## src/rtl/vga_sync_decoder.sv

```systemverilog
// vga_sync_decoder: recovers pixel coordinates, line/frame timing and lock status
// from a VGA sync/blank stream in the pixel-clock domain.
// Ports: Clock, Reset (async, active-high); hSync_n, vSync_n, blank_n in;
//   pixelX, pixelY, pixelValid, lineLength, frameLines, locked, lockLossCount out.
// Optional: `define VGA_SYNC_DECODER_STATS_EN adds the saturating lock-loss counter;
//   otherwise lockLossCount is tied to 0.
module vga_sync_decoder #(
  parameter int H_TOTAL     = 1040,
  parameter int V_TOTAL     = 666,
  parameter int LOCK_FRAMES = 2
) (
  input  logic        Clock,
  input  logic        Reset,
  input  logic        hSync_n,
  input  logic        vSync_n,
  input  logic        blank_n,
  output logic [11:0] pixelX,
  output logic [11:0] pixelY,
  output logic        pixelValid,
  output logic [11:0] lineLength,
  output logic [11:0] frameLines,
  output logic        locked,
  output logic [7:0]  lockLossCount
);

  typedef enum logic [1:0] {
    SEARCH,
    MEASURE,
    LOCKED
  } state_t;

  localparam logic [11:0] H_T = 12'(H_TOTAL);
  localparam logic [11:0] V_T = 12'(V_TOTAL);
  localparam logic [3:0]  L_F = 4'(LOCK_FRAMES);

  logic        hs_q, vs_q, bl_q;
  logic        hFall, vFall, blRise, blFall;
  logic [11:0] hCnt, lCnt;
  logic [11:0] hLen, fLines;
  logic        hSeen, sat, checked, badLine, frameOk;
  state_t      state_q, state_d;
  logic [3:0]  goodCnt_q, goodCnt_d;
  logic        errFrame_q, errFrame_d;

  assign hFall  = hs_q & ~hSync_n;
  assign vFall  = vs_q & ~vSync_n;
  assign blRise = ~bl_q & blank_n;
  assign blFall = bl_q & ~blank_n;

  // hLen is the period closing on this hFall.
  // An hFall coincident with vFall still counts toward the closing frame.
  assign hLen    = hCnt + 12'd1;
  assign fLines  = lCnt + {11'd0, hFall};
  assign sat     = (hCnt == 12'hFFF);
  assign checked = hFall & hSeen;
  assign badLine = checked & (hLen != H_T);
  assign frameOk = ~errFrame_q & ~badLine & (fLines == V_T);
  assign locked  = (state_q == LOCKED);

  // Idle values match an undriven blanked link so reset makes no edge.
  always_ff @(posedge Clock or posedge Reset) begin
    if (Reset) begin
      hs_q <= 1'b1;
      vs_q <= 1'b1;
      bl_q <= 1'b0;
    end else begin
      hs_q <= hSync_n;
      vs_q <= vSync_n;
      bl_q <= blank_n;
    end
  end

  always_ff @(posedge Clock or posedge Reset) begin
    if (Reset) begin
      hCnt       <= 12'd0;
      lineLength <= 12'd0;
      hSeen      <= 1'b0;
      lCnt       <= 12'd0;
      frameLines <= 12'd0;
    end else begin
      if (hFall) begin
        lineLength <= hLen;
        hCnt       <= 12'd0;
      end else if (!sat) begin
        hCnt <= hLen;
      end

      // Saturation is the only way into SEARCH, so it also rearms hSeen.
      if (sat) begin
        hSeen <= 1'b0;
      end else if (hFall) begin
        hSeen <= 1'b1;
      end

      if (vFall) begin
        frameLines <= fLines;
        lCnt       <= 12'd0;
      end else if (hFall) begin
        lCnt <= lCnt + 12'd1;
      end
    end
  end

  always_ff @(posedge Clock or posedge Reset) begin
    if (Reset) begin
      pixelValid <= 1'b0;
      pixelX     <= 12'd0;
      pixelY     <= 12'd0;
    end else begin
      pixelValid <= blank_n;

      if (blRise) begin
        pixelX <= 12'd0;
      end else if (blank_n) begin
        pixelX <= pixelX + 12'd1;
      end

      if (vFall) begin
        pixelY <= 12'd0;
      end else if (blFall) begin
        pixelY <= pixelY + 12'd1;
      end
    end
  end

  always_ff @(posedge Clock or posedge Reset) begin
    if (Reset) begin
      state_q    <= SEARCH;
      goodCnt_q  <= 4'd0;
      errFrame_q <= 1'b0;
    end else begin
      state_q    <= state_d;
      goodCnt_q  <= goodCnt_d;
      errFrame_q <= errFrame_d;
    end
  end

  always_comb begin
    state_d    = state_q;
    goodCnt_d  = goodCnt_q;
    errFrame_d = errFrame_q;

    unique case (state_q)
      SEARCH: begin
        if (vFall) begin
          state_d    = MEASURE;
          goodCnt_d  = 4'd0;
          errFrame_d = 1'b0;
        end
      end
      MEASURE: begin
        errFrame_d = errFrame_q | badLine;
        if (vFall) begin
          errFrame_d = 1'b0;
          if (frameOk) begin
            if (goodCnt_q + 4'd1 == L_F) begin
              state_d   = LOCKED;
              goodCnt_d = 4'd0;
            end else begin
              goodCnt_d = goodCnt_q + 4'd1;
            end
          end else begin
            goodCnt_d = 4'd0;
          end
        end
      end
      LOCKED: begin
        // A bad line taints the rest of its frame, so that
        // frame cannot count toward relock.
        errFrame_d = vFall ? 1'b0 : (errFrame_q | badLine);
        if (badLine || (vFall && fLines != V_T)) begin
          state_d   = MEASURE;
          goodCnt_d = 4'd0;
        end
      end
      default: begin
        state_d = SEARCH;
      end
    endcase

    if (sat) begin
      state_d    = SEARCH;
      goodCnt_d  = 4'd0;
      errFrame_d = 1'b0;
    end
  end

`ifdef VGA_SYNC_DECODER_STATS_EN
  logic lossEvent;

  assign lossEvent = (state_q == LOCKED) && (state_d != LOCKED);

  always_ff @(posedge Clock or posedge Reset) begin
    if (Reset) begin
      lockLossCount <= 8'd0;
    end else if (lossEvent && lockLossCount != 8'hFF) begin
      lockLossCount <= lockLossCount + 8'd1;
    end
  end
`else
  assign lockLossCount = 8'd0;
`endif

endmodule

```

## config.mk

```make
export PLATFORM = sky130hd
export DESIGN_NAME = vga_sync_decoder
export DESIGN_NICKNAME = d
export VERILOG_FILES = /design/src/rtl/vga_sync_decoder.sv
export SDC_FILE = /design/constraint.sdc
export NUM_CORES = 1
export LEC_CHECK = 0
export BUFFER_PORTS_ARGS = -buffer_cell sky130_fd_sc_hd__buf_4
export CAP_MARGIN = 20
export CORE_UTILIZATION = 47
export DETAILED_ROUTE_END_ITERATION = 12
export HOLD_SLACK_MARGIN = 0.12
export PLACE_DENSITY = 0.68
export SLEW_MARGIN = 20
export SYNTH_ARGS = -nofsm -noshare
export SYNTH_HDL_FRONTEND = slang
export SYNTH_SLANG_ARGS = --single-unit
```

## constraint.sdc

```tcl
create_clock -name Clock -period 4.9 [get_ports Clock]
set_input_delay 0.735 -clock Clock [delete_from_list [all_inputs] [get_ports Clock]]
set_output_delay 0.735 -clock Clock [all_outputs]
set_load 0.02 [all_outputs]
```

==> Word-level counts from Yosys, hierarchy flattened <==
Cells that the tools add are included.
{ "op_classes": {"n_addsub": 6, "eq_ne": 13, "muxes": 28, "bitwise": 15, "reduce_logical": 13} }
{ "op_table": {"columns": ["cell", "count"], "rows": [
  ["$mux W12", 8],
  ["$add A12 B1 Y12 const B", 4],
  ["$mux W4", 6],
  ["$add A12 B1 Y12", 1],
  ["$eq A12 B10 Y1 const B", 1],
  ["$eq A12 B12 Y1 const B", 1],
  ["$mux W2", 6],
  ["$ne A12 B10 Y1 const B", 1],
  ["$ne A12 B11 Y1 const B", 1],
  ["$ne A3 B3 Y1 const B", 4],
  ["$pmux W4 S3", 1],
  ["$and A1 B1 Y1", 8],
  ["$reduce_bool A2 Y1", 4],
  ["$not A1 Y1", 6],
  ["$pmux W2 S3", 1],
  ["$mux W1", 5],
  ["$reduce_and A5 Y1", 1],
  ["$add A4 B1 Y4 const B", 1],
  ["$eq A4 B2 Y1 const B", 1],
  ["$reduce_and A4 Y1", 1],
  ["$reduce_bool A4 Y1", 1],
  ["$ne A3 B1 Y1 const B", 1],
  ["$reduce_bool A3 Y1", 1],
  ["$eq A2 B1 Y1 const B", 1],
  ["9 further kinds", 9]
]} }
{ "word_totals": {"register_bits": 83, "word_cells": 88} }

==> Longest topological paths before layout <==
Gate-level depths: netlist of run 1.
{ "logic_depth": {"word_depth": 11, "ltp_mapped": 14, "ltp_nobuf": 12} }

==> Worst setup path after synthesis of run 1 <==
OpenSTA, ideal clock, no wires.
{ "synth_path": {"kind": "input to register", "startpoint": "input port hSync_n", "endpoint": "register state_q[0]", "setup_time_ps": 122, "t_arrival_ps": 3646, "required_time_ps": 4778, "path_slack_ps": 1133, "stages": 14, "path_cell_list": "nand2b_1 > inv_1 > clkbuf_1 > clkbuf_1 > ha_1 > ha_1 > nand2_1 > nor3_1 > xnor2_1 > o2111ai_4 > or3b_1 > o21ai_1 > nand3_1 > nor3b_2"} }
{ "synth_between": {"elab_chain_len": 9, "elab_cells_between_ends": 15, "cone_classes": "1 x add/sub; 4 x eq/ne; 7 x bitwise; 3 x reduce/logical"} }
{ "synth_rtl": {"columns": ["element", "line", "source"], "rows": [
  ["from (decl)", "14", "input logic hSync_n,"],
  ["$not A1 Y1 (*)", "45", "assign hFall = hs_q & ~hSync_n;"],
  ["$and A1 B1 Y1 (*)", "45", null],
  ["net hFall", "37", "logic hFall, vFall, blRise, blFall;"],
  ["parallel branches: the longest is 6 deep, another holds $add A12 B1 Y12", null, null],
  ["$reduce_and A5 Y1 (no line) (*)", null, null],
  ["to (signal assigned)", "132", "state_q <= state_d;"],
  ["to (decl)", "41", "state_t state_q, state_d;"]
]} }
Mark *: on every way through the listed nets, which the timed path passes.
A chain may end at the register's enable or synchronous reset.

==> Worst setup path in the final report of run 1 <==
{ "layout_path": {"startpoint": "input port hSync_n", "endpoint": "register state_q[0]"} }
{ "layout_between": {"elab_chain_len": 9, "elab_cells_between_ends": 15, "cone_classes": "1 x add/sub; 4 x eq/ne; 7 x bitwise; 3 x reduce/logical"} }
{ "layout_rtl": {"columns": ["element", "line"], "rows": [
  ["$not A1 Y1 (*)", "45"],
  ["$and A1 B1 Y1 (*)", "45"],
  ["parallel branches: the longest is 6 deep, another holds $add A12 B1 Y12", null],
  ["$reduce_and A5 Y1 (no line) (*)", null]
]} }
Every way passes the cells marked *.

==> metrics.txt, run 1 <==
# TYPE chip_impl_metric gauge
chip_impl_metric{name="max_cap_viol_count",unit=""} 0
chip_impl_metric{name="synth_top_area_share",unit="%"} 46.5
chip_impl_info{name="cts-root-buf",value="sky130_fd_sc_hd__clkbuf_8"} 1
chip_impl_metric{name="mappedNetlistArea",unit="um^2"} 4360
chip_impl_metric{name="placedInstanceArea",unit="um^2"} 4810
chip_impl_metric{name="worst_clock_skew",unit="ns"} 0.0172
chip_impl_metric{name="grt_max_degree",unit=""} 46
chip_impl_metric{name="post_route_cells_drive_above_1_share",unit="%"} 19.0
chip_impl_metric{name="postSynth.asyncResetShare",unit="%"} 100
chip_impl_metric{name="clkSlewWorstSetupHoldPaths",unit="ns"} 0.10
chip_impl_metric{name="setup_viol_count_final",unit=""} 0
chip_impl_info{name="netlist_top_cells_area",value="sky130_fd_sc_hd__dfrtp_1 (46%), sky130_fd_sc_hd__xor2_1 (5.8%), sky130_fd_sc_hd__nor2_1 (5.7%)"} 1
chip_impl_metric{name="design.core.area",unit="um^2"} 8850
chip_impl_metric{name="cts_repair_resize_count",unit=""} 0
chip_impl_metric{name="die_w",unit="um"} 98.3
chip_impl_metric{name="wl_per_cell",unit="um"} 13.6
chip_impl_metric{name="setup_ws",unit="ns"} 1.70
chip_impl_metric{name="design_power_total",unit="mW"} 1.66
chip_impl_metric{name="cts.hold.buffers_added",unit=""} 0
chip_impl_info{name="critical_path_class",value="primary input to flop"} 1
chip_impl_metric{name="postSynthAreaPerCell",unit="um^2"} 9.54
chip_impl_metric{name="placed_instances",unit=""} 602
chip_impl_metric{name="fin_crit_sh",unit="%"} 65.4
chip_impl_info{name="start_kind",value="primary input"} 1
chip_impl_metric{name="synth-warning-count",unit=""} 0
chip_impl_metric{name="clock-sinks",unit=""} 83
chip_impl_metric{name="detailed_place_hpwl",unit="um"} 5790
chip_impl_metric{name="global_route.usage.total",unit="%"} 19.1
chip_impl_metric{name="grt_first_pass_wirelength",unit="um"} 14700
chip_impl_metric{name="final_cell_area",unit="um^2"} 5020
chip_impl_metric{name="cts_buffer_depth",unit=""} 2
chip_impl_metric{name="drc",unit=""} 0
chip_impl_metric{name="critical_path_arrival",unit="ns"} 3.45
chip_impl_info{name="hp-class",value="primary input to async pin"} 1
chip_impl_metric{name="detailroute.via_count",unit=""} 3286
chip_impl_metric{name="drt-vias-per-instance",unit=""} 5.32
chip_impl_metric{name="detail_route.wirelength",unit="um"} 8430
chip_impl_metric{name="ir_worst_vdd",unit="mV"} 0.150
chip_impl_metric{name="worstPathMaxFanout",unit=""} 25
chip_impl_metric{name="synthesis.instances",unit=""} 457
chip_impl_metric{name="worst_reg_to_reg_cells",unit=""} 13
chip_impl_metric{name="worstMarginPinSlew",unit="ns"} 0.682
chip_impl_metric{name="vias_in_the_first_global_route",unit=""} 3120
chip_impl_metric{name="floorplan.rows",unit=""} 34
chip_impl_metric{name="clk_latency",unit="ns"} 0.37
chip_impl_metric{name="period_minus_slack",unit="ns"} 3.20
chip_impl_info{name="tritoncts",value="done"} 1
chip_impl_metric{name="p_leak",unit="nW"} 2.29
chip_impl_metric{name="initialDrtViolationCount",unit=""} 175
chip_impl_metric{name="numCtsBuffers",unit=""} 9
chip_impl_info{name="synth.most_common_cell",value="sky130_fd_sc_hd__dfrtp_1"} 1
chip_impl_metric{name="antenna_found_initial",unit=""} 0
chip_impl_metric{name="postCtsSetupBuffers",unit=""} 0
chip_impl_metric{name="p_per_area",unit="nW/um^2"} 330
chip_impl_metric{name="h_tree_lvl_count",unit=""} 3
chip_impl_info{name="r2r_end",value="state_q[0]"} 1
chip_impl_metric{name="ys_types",unit=""} 59
chip_impl_info{name="netlist_top_cells_count",value="sky130_fd_sc_hd__dfrtp_1 (81), sky130_fd_sc_hd__nor2_1 (66), sky130_fd_sc_hd__nand2_1 (44)"} 1
chip_impl_metric{name="port-buffer-count",unit=""} 54
chip_impl_metric{name="flow.area_growth_from_synthesis",unit="%"} 15.2
chip_impl_metric{name="diodes",unit=""} 0
chip_impl_metric{name="seq_area_frac_synth",unit="%"} 47.7
chip_impl_metric{name="drt_first_pass_iters",unit=""} 6
chip_impl_metric{name="pre_cts_ws",unit="ns"} 1.32
chip_impl_metric{name="initial_core_util",unit="%"} 49.3
chip_impl_metric{name="instances_no_fill",unit=""} 618
chip_impl_metric{name="timing.fmax",unit="MHz"} 312
chip_impl_metric{name="slew_viol_final",unit=""} 0
chip_impl_metric{name="ys_ff_latch",unit=""} 83
chip_impl_metric{name="fin_util",unit="%"} 56.7
chip_impl_metric{name="tns",unit="ns"} 0
chip_impl_info{name="run_status",value="finished clean"} 1
chip_impl_metric{name="timing.final.hold_violations",unit=""} 0
chip_impl_metric{name="fin_worst_hold_slack",unit="ns"} 0.449
chip_impl_metric{name="globalRouteOverflowTotal",unit=""} 0
chip_impl_metric{name="max_slew_margin",unit="%"} 54.5
chip_impl_info{name="rsz_0062_raised_after_global_routing",value="false"} 1
chip_impl_metric{name="drt.antenna.violating_nets",unit=""} 0
chip_impl_metric{name="die-area",unit="um^2"} 9670
chip_impl_metric{name="nNetsFinal",unit=""} 522
chip_impl_info{name="ys_dominant_reg_cell",value="sky130_fd_sc_hd__dfrtp_1"} 1
chip_impl_metric{name="place.gp.congestion",unit=""} 0.810
chip_impl_info{name="synth_area_leader_cell",value="sky130_fd_sc_hd__dfrtp_1"} 1
chip_impl_info{name="worstReg2RegStart",value="hs_q"} 1
chip_impl_metric{name="setup.reg_to_reg.worst_slack",unit="ns"} 1.73
chip_impl_metric{name="cp.required",unit="ns"} 5.15
chip_impl_metric{name="chipHeight",unit="um"} 98.3
chip_impl_metric{name="synth_enable_flop_cells",unit=""} 0
chip_impl_metric{name="floorplan.io_pins",unit=""} 63
chip_impl_info{name="critical_path.endpoint_type",value="flop"} 1
## how the worst max path moves through the flow
stage | from | to | slack, ns | cells past startpoint
finish | hSync_n | state_q[0] | 1.70 | 14
global route | hSync_n | state_q[0] | 1.48 | 14
CTS | hSync_n | state_q[0] | 1.72 | 14
detailed placement | hSync_n | state_q[0] | 1.32 | 14
global placement | hSync_n | state_q[0] | 1.43 | 14
floorplan | hSync_n | state_q[0] | 1.13 | 14
## worst max-delay path, cell delays in order
cell and delay [ns]:
sky130_fd_sc_hd__buf_4 0.11, sky130_fd_sc_hd__nand2b_1 0.13, sky130_fd_sc_hd__buf_4 0.20, sky130_fd_sc_hd__inv_1 0.09, sky130_fd_sc_hd__ha_1 0.22, sky130_fd_sc_hd__ha_1 0.28, sky130_fd_sc_hd__nand2_1 0.15, sky130_fd_sc_hd__nor3_1 0.26
sky130_fd_sc_hd__xnor2_1 0.22, sky130_fd_sc_hd__o2111ai_4 0.23, sky130_fd_sc_hd__or3b_1 0.41, sky130_fd_sc_hd__o21ai_1 0.17, sky130_fd_sc_hd__nand3_1 0.08, sky130_fd_sc_hd__nor3b_2 0.16
## layout make-up
type                            instances  area (um^2)
Sequential cell                        83         2080
Tap cell                              108          135
Multi-Input combinational cell        343         2120
Clock buffer                           10          138
Timing Repair Buffer                   58          435
Inverter                               10         38.8
Clock inverter                          6         71.3
Fill cell                             820         3830
## cells by family after synthesis
family,Yosys count,share of synthesized area (%)
xor+xnor,50,10.0
flops,83,47.7
fa+ha+maj,12,3.44
other cells,1,0.0860
compound gates,75,10.7
mux,6,1.43
buf+inv,38,4.39
simple gates,192,22.2
## layout by cell type (no fill, tap or decap), types with 2 or more instances in the layout
cell type                    netlist  final
sky130_fd_sc_hd__nand2_1          44     44
sky130_fd_sc_hd__xnor2_1          21     21
sky130_fd_sc_hd__ha_1             12     12
sky130_fd_sc_hd__clkbuf_8          0     10
sky130_fd_sc_hd__nor2b_1           7      6
sky130_fd_sc_hd__mux2i_1           4      4
sky130_fd_sc_hd__mux2_2            2      2
sky130_fd_sc_hd__dfrtp_1          81     81
sky130_fd_sc_hd__or3_1             5      5
sky130_fd_sc_hd__and3_1            9      9
sky130_fd_sc_hd__nand4_1           9      9
sky130_fd_sc_hd__nand3_1          24     24
sky130_fd_sc_hd__a22o_1            2      2
sky130_fd_sc_hd__inv_6             0      3
sky130_fd_sc_hd__nor4_1            2      2
sky130_fd_sc_hd__conb_1            1      8
sky130_fd_sc_hd__xor2_1           29     29
sky130_fd_sc_hd__and2_1            4      4
sky130_fd_sc_hd__nand3_2           2      2
sky130_fd_sc_hd__buf_4            10     58
sky130_fd_sc_hd__nor3_1            7      7
sky130_fd_sc_hd__dfstp_2           2      2
sky130_fd_sc_hd__inv_1             9      8
sky130_fd_sc_hd__o21ai_1           4      4
sky130_fd_sc_hd__nor2_1           66     66
sky130_fd_sc_hd__o21ai_0          20     20
sky130_fd_sc_hd__a21oi_1          32     32
sky130_fd_sc_hd__clkinvlp_4        0      2
sky130_fd_sc_hd__o21a_1            2      2
## flip-flops by register name, indices dropped and copies added, names as in the netlist, 2 cells and up
signal and flops:
lineLength 12, lCnt 12, pixelX 12, hCnt 12
frameLines 12, goodCnt_q 4, pixelY 12, state_q 2
## power by group
group	internal [mW]	switching (mW)	total (mW)	leakage (nW)
clock network	0.255	0.268	0.523	0.0999
registers	0.746	0.0668	0.813	1.10
logic	0.132	0.189	0.321	1.08
total	1.13	0.524	1.66	2.29
## layer usage
metal | track usage (%) | vias up | wire length, um
met5 | 0 | - | 0
met4 | 7.58 | 0 | 142
met3 | 4.22 | 11 | 303
met2 | 27.6 | 71 | 3720
met1 | 27.8 | 1573 | 4260
li1 | - | 1631 | -
No activity file was read; power rests on OpenSTA's default activity.
==> inputs of run 2 (changes only) <==
==> constraint.sdc (replaced) <==
create_clock -name Clock -period 3.3 [get_ports Clock]
set_input_delay 0.495 -clock Clock [delete_from_list [all_inputs] [get_ports Clock]]
set_output_delay 0.495 -clock Clock [all_outputs]
set_load 0.02 [all_outputs]
==> run 2 against run 1 <==
Net effect:
- the flow now finishes with violations (design-rule violations)
- clock skew fell by 0.0062 ns
- worst hold slack got worse by 0.25 ns
- register-to-register slack got worse by 1.4 ns
- first-iteration DRC count is 7.4% higher
- combinational power up 51%
- cell area fell by 0.55%
- largest cell class unchanged
- highest routed layer unchanged
==> metrics.txt, run 2 (synthesized netlist as in run 1, its figures left out) <==
# TYPE chip_impl_metric gauge
chip_impl_metric{name="setup.reg_to_reg.worst_slack",unit="ns"} 0.36
chip_impl_metric{name="slew_viol_final",unit=""} 0
chip_impl_metric{name="critical_path_arrival",unit="ns"} 3.18
chip_impl_info{name="violations_in_the_final_reports",value="design-rule violations"} 1
chip_impl_metric{name="antenna_found_initial",unit=""} 0
chip_impl_metric{name="fin_worst_hold_slack",unit="ns"} 0.202
chip_impl_metric{name="fillCellCount",unit=""} 806
chip_impl_info{name="start_kind",value="flop"} 1
chip_impl_metric{name="die_w",unit="um"} 98.3
chip_impl_metric{name="clock-sinks",unit=""} 83
chip_impl_metric{name="initial_core_util",unit="%"} 49.3
chip_impl_metric{name="cts.hold.buffers_added",unit=""} 0
chip_impl_metric{name="period_minus_slack",unit="ns"} 2.94
chip_impl_metric{name="power.combinational.fraction",unit="%"} 20.9
chip_impl_metric{name="numCtsBuffers",unit=""} 9
chip_impl_metric{name="design.core.area",unit="um^2"} 8850
chip_impl_metric{name="fin_util",unit="%"} 56.4
chip_impl_metric{name="global_route.usage.total",unit="%"} 19.2
chip_impl_metric{name="drc",unit=""} 1
chip_impl_metric{name="flow.area_growth_from_synthesis",unit="%"} 14.5
chip_impl_metric{name="diodes",unit=""} 0
chip_impl_info{name="r2r_end",value="state_q[0]"} 1
chip_impl_metric{name="nNetsFinal",unit=""} 523
chip_impl_metric{name="worstPathMaxFanout",unit=""} 5
chip_impl_metric{name="detailroute.via_count",unit=""} 3306
chip_impl_metric{name="chipHeight",unit="um"} 98.3
chip_impl_metric{name="worst_clock_skew",unit="ns"} 0.0110
chip_impl_info{name="rsz_0062_raised_after_global_routing",value="false"} 1
chip_impl_metric{name="grt_max_degree",unit=""} 84
chip_impl_metric{name="place.gp.congestion",unit=""} 0.881
chip_impl_metric{name="floorplan.io_pins",unit=""} 63
chip_impl_info{name="cts-root-buf",value="sky130_fd_sc_hd__clkbuf_8"} 1
chip_impl_metric{name="setup_ws",unit="ns"} 0.355
chip_impl_metric{name="detailed_place_hpwl",unit="um"} 5900
chip_impl_metric{name="die-area",unit="um^2"} 9670
chip_impl_metric{name="wl_per_cell",unit="um"} 13.9
chip_impl_metric{name="drt_first_pass_iters",unit=""} 10
chip_impl_metric{name="ir_worst_vdd",unit="mV"} 0.218
chip_impl_metric{name="p_per_area",unit="nW/um^2"} 465
chip_impl_metric{name="worstMarginPinSlew",unit="ns"} 0.498
chip_impl_metric{name="max_slew_margin",unit="%"} 66.6
chip_impl_metric{name="max_cap_viol_count",unit=""} 0
chip_impl_info{name="run_status",value="finished, violations left"} 1
chip_impl_metric{name="globalRouteOverflowTotal",unit=""} 0
chip_impl_info{name="worstReg2RegStart",value="hs_q"} 1
chip_impl_metric{name="drt.antenna.violating_nets",unit=""} 0
chip_impl_metric{name="h_tree_lvl_count",unit=""} 3
chip_impl_metric{name="grt_first_pass_wirelength",unit="um"} 15000
chip_impl_metric{name="p_leak",unit="nW"} 2.28
chip_impl_metric{name="clkSlewWorstSetupHoldPaths",unit="ns"} 0.08
chip_impl_metric{name="pre_cts_ws",unit="ns"} 0.179
chip_impl_metric{name="port-buffer-count",unit=""} 54
chip_impl_metric{name="switching_share",unit="%"} 32.2
chip_impl_metric{name="net-switching-power",unit="mW"} 0.748
chip_impl_info{name="mostFrequentLayoutCells",value="sky130_fd_sc_hd__dfrtp_1 (81), sky130_fd_sc_hd__nor2_1 (66), sky130_fd_sc_hd__buf_4 (58), sky130_fd_sc_hd__nand2_1 (44), sky130_fd_sc_hd__a21oi_1 (32)"} 1
chip_impl_metric{name="cp.required",unit="ns"} 3.53
chip_impl_metric{name="cts_buffer_depth",unit=""} 2
chip_impl_metric{name="tns",unit="ns"} 0
chip_impl_metric{name="clock_power_share",unit="%"} 27.3
chip_impl_metric{name="final_cell_area",unit="um^2"} 4990
chip_impl_info{name="critical_path_class",value="flop to flop"} 1
chip_impl_metric{name="drt-vias-per-instance",unit=""} 5.35
chip_impl_metric{name="initialDrtViolationCount",unit=""} 188
chip_impl_metric{name="multiInputGateArea",unit="um^2"} 2130
chip_impl_metric{name="timing.fmax",unit="MHz"} 340
chip_impl_metric{name="floorplan.rows",unit=""} 34
chip_impl_metric{name="regArea",unit="um^2"} 2080
chip_impl_info{name="tritoncts",value="done"} 1
chip_impl_metric{name="fin_crit_sh",unit="%"} 89.2
chip_impl_metric{name="vias_in_the_first_global_route",unit=""} 3104
chip_impl_metric{name="seq_power_share",unit="%"} 51.8
chip_impl_metric{name="cellInternalPower",unit="mW"} 1.58
chip_impl_metric{name="placedInstanceArea",unit="um^2"} 4830
chip_impl_info{name="hp-class",value="primary input to async pin"} 1
chip_impl_info{name="critical_path.endpoint_type",value="flop"} 1
chip_impl_metric{name="detail_route.wirelength",unit="um"} 8560
chip_impl_metric{name="worst_reg_to_reg_cells",unit=""} 12
chip_impl_metric{name="timing.final.hold_violations",unit=""} 0
chip_impl_info{name="layout_commonest_cell",value="sky130_fd_sc_hd__dfrtp_1"} 1
chip_impl_metric{name="postCtsSetupBuffers",unit=""} 0
chip_impl_metric{name="setup_viol_count_final",unit=""} 0
chip_impl_metric{name="cts_repair_resize_count",unit=""} 0
chip_impl_metric{name="post_route_cells_drive_above_1_share",unit="%"} 19.0
chip_impl_metric{name="clk_latency",unit="ns"} 0.36
==> run 2: worst max path at each step <==
stage | from | endpoint | slack [ns] | cells after the start
after floorplan | hSync_n | state_q[0] | 0.03 | 14
after global placement | hSync_n | state_q[0] | 0.28 | 13
after detailed placement | hSync_n | state_q[0] | 0.18 | 13
after CTS | hs_q | state_q[0] | 0.34 | 12
after global routing | hs_q | state_q[0] | 0.08 | 12
final | hs_q | state_q[0] | 0.36 | 12
==> run 2: final cells by class <==
class / count / share of cell area (%)
Clock buffer: 10 / 2.56
Clock inverter: 5 / 0.626
Inverter: 10 / 0.777
Multi-Input combinational cell: 343 / 42.6
Sequential cell: 83 / 41.6
Tap cell: 108 / 2.71
Timing Repair Buffer: 59 / 9.12
==> run 2: per-layer routing <==
| metal | part of all wire [%] | global-route usage [%] | up-vias |
|---|---|---|---|
| met5 | 0 | 0 | - |
| met4 | 1.5 | 7.35 | 0 |
| met3 | 3.2 | 3.29 | 13 |
| met2 | 49 | 30.9 | 63 |
| met1 | 46 | 26.2 | 1604 |
| li1 | - | - | 1626 |
==> run 2: through the flow <==
stage	std cells	total power [mW]
after CTS	618	2.34
after detailed placement	603	1.71
after global placement	603	1.70
after floorplan	464	1.55
after global routing	618	2.45
final	618	2.32
==> run 2: power groups by stage <==
stage | Combinational (mW) | Sequential (mW) | Clock (mW)
3_5_place_dp | 0.486 | 1.22 | 0
4_1_cts | 0.489 | 1.20 | 0.650
6_report | 0.485 | 1.20 | 0.635
3_3_place_gp | 0.475 | 1.22 | 0
2_1_floorplan | 0.275 | 1.27 | 0
5_1_grt | 0.539 | 1.22 | 0.689
==> run 2: worst max-delay path, stage by stage, from the launching register on <==
cell and delay (ns):
sky130_fd_sc_hd__dfstp_2 0.52, sky130_fd_sc_hd__nand2b_1 0.07, sky130_fd_sc_hd__inv_1 0.10, sky130_fd_sc_hd__ha_1 0.24
sky130_fd_sc_hd__ha_2 0.27, sky130_fd_sc_hd__nand2_1 0.12, sky130_fd_sc_hd__nor3_1 0.25, sky130_fd_sc_hd__xnor2_1 0.22
sky130_fd_sc_hd__o2111ai_4 0.22, sky130_fd_sc_hd__or3b_1 0.41, sky130_fd_sc_hd__o21ai_1 0.17, sky130_fd_sc_hd__nand3_1 0.09
sky130_fd_sc_hd__nor3b_2 0.15
